--- config.mk ---
export PLATFORM = sky130hd
export DESIGN_NAME = wrapper_paralelo_serial
export DESIGN_NICKNAME = d
export VERILOG_FILES = /design/src/rtl/sd_cmd_pkg.sv /design/src/rtl/sd_crc7.sv /design/src/rtl/wrapper_paralelo_serial.sv
export SDC_FILE = /design/constraint.sdc
export NUM_CORES = 1
export LEC_CHECK = 0
export ABC_CLOCK_PERIOD_IN_PS = 1800
export CAP_MARGIN = 10
export CORE_MARGIN = 2
export CORE_UTILIZATION = 48
export CTS_CLUSTER_SIZE = 8
export DETAILED_ROUTE_END_ITERATION = 7
export GPL_ROUTABILITY_DRIVEN = 0
export HOLD_SLACK_MARGIN = 0.15
export PLACE_DENSITY = 0.76
export REMOVE_ABC_BUFFERS = 1
export SLEW_MARGIN = 20
export SYNTH_ARGS = -nofsm -noshare
export SYNTH_HDL_FRONTEND = slang
export SYNTH_SLANG_ARGS = --single-unit
--- constraint.sdc ---
create_clock -name sd_clock -period 1.8 [get_ports sd_clock]
set_input_delay 0.45 -clock sd_clock [delete_from_list [all_inputs] [get_ports sd_clock]]
set_output_delay 0.45 -clock sd_clock [all_outputs]
set_load 0.005 [all_outputs]
--- src/rtl/sd_cmd_pkg.sv ---
// ---------------------------------------------------------------------------
// sd_cmd_pkg
//  Shared definitions for the SD CMD-line transmitter and receiver/checker:
//  field widths, CRC7 polynomial, bit-counter constants, FSM state encoding
//  and the single-bit CRC7 step function used by the serial LFSR.
// ---------------------------------------------------------------------------
package sd_cmd_pkg;

  localparam int IDX_W   = 6;                  // command index width
  localparam int ARG_W   = 32;                 // command argument width
  localparam int CRC_W   = 7;                  // CRC7 width
  localparam int PAY_W   = IDX_W + ARG_W + 2;  // start + transmission + index + argument
  localparam int FRAME_W = PAY_W + CRC_W + 1;  // payload + CRC7 + end bit

  // x^7 + x^3 + 1 (the x^7 term is implicit in the shift)
  localparam logic [CRC_W-1:0] CRC7_POLY = 7'h09;

  // The bit counter holds the number of frame bits already placed on the
  // line; it runs 1..FRAME_W-1 and is cleared on return to IDLE.
  localparam int                CNT_W       = 6;
  localparam logic [CNT_W-1:0]  CNT_ONE     = CNT_W'(1);
  localparam logic [CNT_W-1:0]  CNT_PAY_END = CNT_W'(PAY_W);
  localparam logic [CNT_W-1:0]  CNT_LAST    = CNT_W'(FRAME_W - 1);

  // The state names what is on the line during the current cycle.
  typedef enum logic [1:0] {
    IDLE    = 2'd0,
    PAYLOAD = 2'd1,
    CRC     = 2'd2,
    STOP    = 2'd3
  } state_t;

  // One step of the serial CRC7 LFSR: fold the incoming bit into the MSB
  // feedback and shift left.
  function automatic logic [CRC_W-1:0] crc7_step(input logic [CRC_W-1:0] crc,
                                                 input logic             bit_in);
    logic fb;
    fb = bit_in ^ crc[CRC_W-1];
    return {crc[CRC_W-2:0], 1'b0} ^ (fb ? CRC7_POLY : '0);
  endfunction

endpackage

--- src/rtl/sd_crc7.sv ---
// ---------------------------------------------------------------------------
// sd_crc7
//  Serial CRC7 generator/checker (x^7 + x^3 + 1), one bit per clock.
//  A clear in the same cycle as shift_en restarts the CRC from zero and
//  folds in bit_in, so the first bit of a frame is never lost.
// Ports
//  sd_clock  in   1      clock, rising edge
//  reset     in   1      synchronous, active-low
//  clear     in   1      restart CRC from zero
//  shift_en  in   1      fold bit_in into the CRC this cycle
//  bit_in    in   1      serial data bit
//  crc       out  CRC_W  current CRC register
// ---------------------------------------------------------------------------
module sd_crc7
  import sd_cmd_pkg::*;
(
  input  logic             sd_clock,
  input  logic             reset,
  input  logic             clear,
  input  logic             shift_en,
  input  logic             bit_in,
  output logic [CRC_W-1:0] crc
);

  logic [CRC_W-1:0] r_crc;
  logic [CRC_W-1:0] w_seed;
  logic [CRC_W-1:0] w_next;

  // NOTE: every signal assigned in always_comb gets a default first, so no
  // path can leave it unassigned and infer a latch.
  always_comb begin
    w_seed = r_crc;
    if (clear) w_seed = '0;
    w_next = crc7_step(w_seed, bit_in);
  end

  // NOTE: clocked state uses non-blocking assignments only, so every
  // register samples the pre-edge values of the others.
  always_ff @(posedge sd_clock) begin
    if (!reset) begin
      r_crc <= '0;
    end else if (shift_en) begin
      r_crc <= w_next;
    end else if (clear) begin
      r_crc <= '0;
    end
  end

  assign crc = r_crc;

endmodule

--- src/rtl/wrapper_paralelo_serial.sv ---
// ---------------------------------------------------------------------------
// wrapper_paralelo_serial
//  Host-side SD CMD-line transmitter. Captures a command index and argument,
//  builds the 48-bit frame {0, 1, index, argument, CRC7, 1} and shifts it
//  out MSB first, one bit per sd_clock, with the pad output-enable high for
//  the whole frame. complete pulses for one cycle after the end bit, and
//  that cycle already accepts the next request.
// Ports
//  sd_clock   in   1      clock, all state changes on rising edge
//  reset      in   1      synchronous, active-low
//  enable     in   1      start request, sampled only while ready=1
//  cmd_index  in   IDX_W  command index, captured on accept
//  argument   in   ARG_W  command argument, captured on accept
//  serial     out  1      CMD line data, idles high
//  serial_oe  out  1      pad drive enable, high while a frame is on the line
//  ready      out  1      idle and able to accept enable
//  complete   out  1      one-cycle pulse after the end bit
// ---------------------------------------------------------------------------
module wrapper_paralelo_serial
  import sd_cmd_pkg::*;
(
  input  logic             sd_clock,
  input  logic             reset,
  input  logic             enable,
  input  logic [IDX_W-1:0] cmd_index,
  input  logic [ARG_W-1:0] argument,
  output logic             serial,
  output logic             serial_oe,
  output logic             ready,
  output logic             complete
);

  state_t           r_state;
  logic [PAY_W-1:0] r_shift;     // bits still to be driven, next one at the MSB
  logic [CNT_W-1:0] r_cnt;       // frame bits already placed on the line
  logic             r_serial;
  logic             r_oe;
  logic             r_ready;
  logic             r_complete;

  logic [PAY_W-1:0] w_payload;
  logic             w_accept;
  logic             w_crc_shift;
  logic             w_crc_bit;
  logic [CRC_W-1:0] w_crc;

  always_comb begin
    w_payload   = {1'b0, 1'b1, cmd_index, argument};
    w_accept    = (r_state == IDLE) && enable;
    w_crc_shift = 1'b0;
    w_crc_bit   = r_shift[PAY_W-1];
    // The CRC covers exactly the bits driven: the start bit on accept, then
    // each payload bit until all PAY_W have gone out.
    if (w_accept) begin
      w_crc_shift = 1'b1;
      w_crc_bit   = w_payload[PAY_W-1];
    end else if ((r_state == PAYLOAD) && (r_cnt != CNT_PAY_END)) begin
      w_crc_shift = 1'b1;
    end
  end

  sd_crc7 u_crc7 (
    .sd_clock (sd_clock),
    .reset    (reset),
    .clear    (w_accept),
    .shift_en (w_crc_shift),
    .bit_in   (w_crc_bit),
    .crc      (w_crc)
  );

  always_ff @(posedge sd_clock) begin
    if (!reset) begin
      r_state    <= IDLE;
      r_shift    <= '0;
      r_cnt      <= '0;
      r_serial   <= 1'b1;
      r_oe       <= 1'b0;
      r_ready    <= 1'b1;
      r_complete <= 1'b0;
    end else begin
      r_complete <= 1'b0;
      case (r_state)
        IDLE: begin
          if (enable) begin
            // Start bit goes straight to the line; the shift register keeps
            // the remaining payload bits.
            r_serial <= w_payload[PAY_W-1];
            r_shift  <= {w_payload[PAY_W-2:0], 1'b0};
            r_oe     <= 1'b1;
            r_ready  <= 1'b0;
            r_cnt    <= CNT_ONE;
            r_state  <= PAYLOAD;
          end
        end

        PAYLOAD: begin
          r_cnt <= r_cnt + CNT_ONE;
          if (r_cnt == CNT_PAY_END) begin
            // Payload is fully folded into the CRC, which is now final and
            // no longer changes. Its MSB goes out now; the rest plus the end
            // bit are parked in the (empty) shift register behind it.
            r_serial <= w_crc[CRC_W-1];
            r_shift  <= {w_crc[CRC_W-2:0], 1'b1, {(PAY_W-CRC_W){1'b0}}};
            r_state  <= CRC;
          end else begin
            r_serial <= r_shift[PAY_W-1];
            r_shift  <= {r_shift[PAY_W-2:0], 1'b0};
          end
        end

        CRC: begin
          r_serial <= r_shift[PAY_W-1];
          r_shift  <= {r_shift[PAY_W-2:0], 1'b0};
          // Once all CRC bits are out, the bit now shifted onto the line is
          // the end bit.
          if (r_cnt == CNT_LAST) begin
            r_state <= STOP;
          end else begin
            r_cnt <= r_cnt + CNT_ONE;
          end
        end

        STOP: begin
          r_serial   <= 1'b1;
          r_oe       <= 1'b0;
          r_ready    <= 1'b1;
          r_complete <= 1'b1;
          r_cnt      <= '0;
          r_shift    <= '0;
          r_state    <= IDLE;
        end

        default: begin
          r_state <= IDLE;
        end
      endcase
    end
  end

  assign serial    = r_serial;
  assign serial_oe = r_oe;
  assign ready     = r_ready;
  assign complete  = r_complete;

endmodule

==> results of run 1 <==
## layout by cell type, fill, tap and decap left out, types with 2 or more instances in the layout
| master | count |
|---|---|
| a21oi_1 | 13 |
| nand2b_1 | 3 |
| buf_12 | 2 |
| or2_2 | 2 |
| a221oi_1 | 8 |
| nor2b_1 | 2 |
| ha_1 | 5 |
| o2bb2ai_1 | 5 |
| nor2_1 | 23 |
| or4_1 | 2 |
| xnor2_1 | 2 |
| dfxtp_1 | 57 |
| clkdlybuf4s50_1 | 44 |
| o21ai_0 | 22 |
| buf_4 | 21 |
| buf_6 | 2 |
| nor3_1 | 6 |
| nand3b_1 | 5 |
| clkbuf_8 | 10 |
| and2_1 | 2 |
| a221oi_2 | 12 |
| nand2_1 | 42 |
| a22o_1 | 14 |
| nand3_1 | 20 |
| and3_1 | 6 |
| clkinv_2 | 4 |
| mux2i_1 | 9 |
| inv_1 | 5 |
## registers in the layout, indices dropped and copies added, names as in the netlist
register	cells
r_state	2
r_cnt	6
u_crc7.crc	7
r_shift	39
ready	1
serial_oe	1
serial	1
complete	1
## area by class of cell
type | instances | area, sq um | share of cell area
timing repair buffer | 69 | 660.6 | 0.1822
inverter | 6 | 22.52 | 0.006211
clock buffer | 10 | 137.6 | 0.03796
multi-input combinational | 224 | 1530 | 0.4220
tap | 72 | 90.09 | 0.02484
clock inverter | 4 | 20.02 | 0.005521
sequential | 58 | 1165 | 0.3213
## cells by family after synthesis
kind of cell | Yosys count | synth area share
AOI/OAI and AO/OA | 85 | 0.2307
DFF | 58 | 0.4298
buffers and inverters | 28 | 0.04585
xor gates and xnor gates | 2 | 0.006486
adders and majority gates | 7 | 0.03242
and+or+nand+nor | 121 | 0.2214
muxes | 9 | 0.03335
## worst reg2reg max path, cell delays in order, from the launching register on
cell and delay, ns:
dfxtp_4 0.37, inv_1 0.07, ha_2 0.22, buf_4 0.17
nand2b_1 0.17, or4_1 0.51, a21oi_2 0.14
## where the power goes
group	switching (mW)	internal (mW)
Clock	0.482	0.510
Sequential	0.228	1.66
Combinational	1.45	1.24
Total	2.16	3.41
## path summary, 6_finish.rpt
| check | from | slack, ns | to | cells after the start |
|---|---|---|---|---|
| worst max-delay path | r_state[1]$_SDFFE_PN0P_ | 0.1 | r_cnt[3]$_SDFFE_PN0P_ | 6 |
| worst min-delay path | r_shift[1]$_SDFFE_PN0P_ | 0.45 | r_shift[1]$_SDFFE_PN0P_ | 2 |
| worst max register to register | r_state[1]$_SDFFE_PN0P_ | 0.1 | r_cnt[3]$_SDFFE_PN0P_ | 6 |
| worst min register to register | r_shift[1]$_SDFFE_PN0P_ | 0.45 | r_shift[1]$_SDFFE_PN0P_ | 2 |
## routing by layer
layer,up-vias,part of all wire,global-route usage,wire length [um]
met5,-,0,0,0
met4,0,0.0093,0.06379,62
met3,8,0.046,0.08068,305
met2,50,0.48,0.3712,3224
met1,1158,0.46,0.2904,3062
li1,1243,-,-,-
## through the flow
stage / hold slack [ns] / util
6_report: 0.4512 / 0.6626
5_1_grt: 0.4648 / 0.6626
3_5_place_dp: 0.4449 / 0.6063
4_1_cts: 0.4540 / 0.6392
2_1_floorplan: 0.4322 / -
3_3_place_gp: 0.4385 / 0.6063
## repair_timing
| action | CTS | global route |
|---|---|---|
| pin swaps | 2 | 2 |
| gates resized for setup | 4 | 20 |
| buffers inserted | 1 | 1 |
| endpoints found under the setup margin | 14 | 33 |
==> flow_summary.toml, run 1 <==
[worst_setup_path]
critPathKind = "reg -> reg"
slowest_delay_ns = 0.51
cp_top_family = "simple AND/OR/NAND/NOR gates"
end_kind = "flip-flop"
cpMaxStageDelayCell = "or4_1"
crit_buf_inv = 2
startpoint_type = "flip-flop"
cp_data_required_time_ns = 2.07
path_cells = "inv_1 > ha_2 > buf_4 > nand2b_1 > or4_1 > a21oi_2"
cp.arrival_ns = 1.97
critPathMaxFanout = 5

[sta]
relSlewSlack = 0.6424
hold_violations = 0
tns_ns = 0
slew_violations = 0
worst_pin_slew_ns = 0.5359
period_minus_slack_ns = 1.704
timing.fmax_ghz = 0.5869
finalClockSkew_ns = 0.007287
setup_viol = 0
finalCritPeriodShare = 0.9465
setup_slack_ns = 0.09625

[cts]
htree_levels = 3
root_buffer = "clkbuf_8"
hold_buffers = 0
clkTransAtPathRegs_ns = 0.06
clock_tree.buffer_depth = 2
insertion_delay_ns = 0.34
cts_tree = "built"
clkSinkCount = 58
cts-buffers-inserted = 9

[route]
wl_per_cell_um = 15.02
drcViolationCount = 0
routed_wl_mm = 6.655
dr.pass1.iters = 4
vias_per_cell = 5.551
drtAntennaViolNets = 0
vias = 2459
dr.first_iter.drc_count = 133

[finish]
fin_nets = 416
fin_area_sq_um = 3626
fill_cells = 446
final_cells = 443
drive_above_1_share = 0.1860
antenna_cells = 0
area_delta_synth_final_pct = 34.23

[placement]
placed_area_sq_um = 3318
numPortBuffers = 44
dp_cells = 427
dp_hpwl_mm = 4.591
detailedPlace.worstSlack_ns = -0.1776

[synth]
synthArstFlopShare = 0
syn_area_per_cell_sq_um = 8.714
synth_cell_types = 40
ys_warn_count = 0
synth_commonest_cells = "dfxtp_1, nand2_1, nor2_1, o21ai_0"
synth_most_common_cell = "dfxtp_1"
yosysTopAreaCell = "dfxtp_1"
synth-edff-count = 0
ys_seq_elements = 58
yosysTopAreaCellShare = 0.4298
yosysSeqAreaShare = 0.4298
synth_cells = 310
syn-cell-area_sq_um = 2701
netlist_top_cells_area = "dfxtp_1, a221oi_1, nand2_1, a22o_1, o21ai_0"
synthFlopType = "dfxtp_1"

[grt]
grt_pass1_wl_mm = 11.18
grt_max_degree = 33
grt_pass1_vias = 2360
grt_use_total = 0.2295
grt_overflow = 0
antenna_found_initial = 0

[job]
cap_violations = 0

[die]
ios = 45
start_util = 0.4936
rows = 27
chipHeight_um = 79.02
dieArea_sq_um = 6244
fp.dieW_um = 79.02
core_sq_um = 5473

[power]
power.total_mw = 5.570
vdd_drop_max_mv = 0.9828
p_leak_nw = 1.463
p_per_area_nw_per_um2 = 1536

[outcome]
status = "finished, final reports clean"

[min_path]
hold_path.class = "reg -> reg"
Power figures use the tool's default switching activity.
==> run 2, diff against run 1 <==
--- a/config.mk
+++ b/config.mk
@@ -12,6 +12,7 @@
 export CTS_CLUSTER_SIZE = 8
 export DETAILED_ROUTE_END_ITERATION = 7
 export GPL_ROUTABILITY_DRIVEN = 0
+export GPL_TIMING_DRIVEN = 1
 export HOLD_SLACK_MARGIN = 0.15
 export PLACE_DENSITY = 0.76
 export REMOVE_ABC_BUFFERS = 1
==> results of run 2 <==
Final layout, timing and power as in run 1 (identical DEF).
==> run 3, diff against run 2 <==
--- a/config.mk
+++ b/config.mk
@@ -6,7 +6,7 @@
 export NUM_CORES = 1
 export LEC_CHECK = 0
 export ABC_CLOCK_PERIOD_IN_PS = 1800
-export CAP_MARGIN = 10
+export CAP_MARGIN = 20
 export CORE_MARGIN = 2
 export CORE_UTILIZATION = 48
 export CTS_CLUSTER_SIZE = 8
==> results of run 3 <==
Final layout, timing and power as in run 1 (identical DEF).
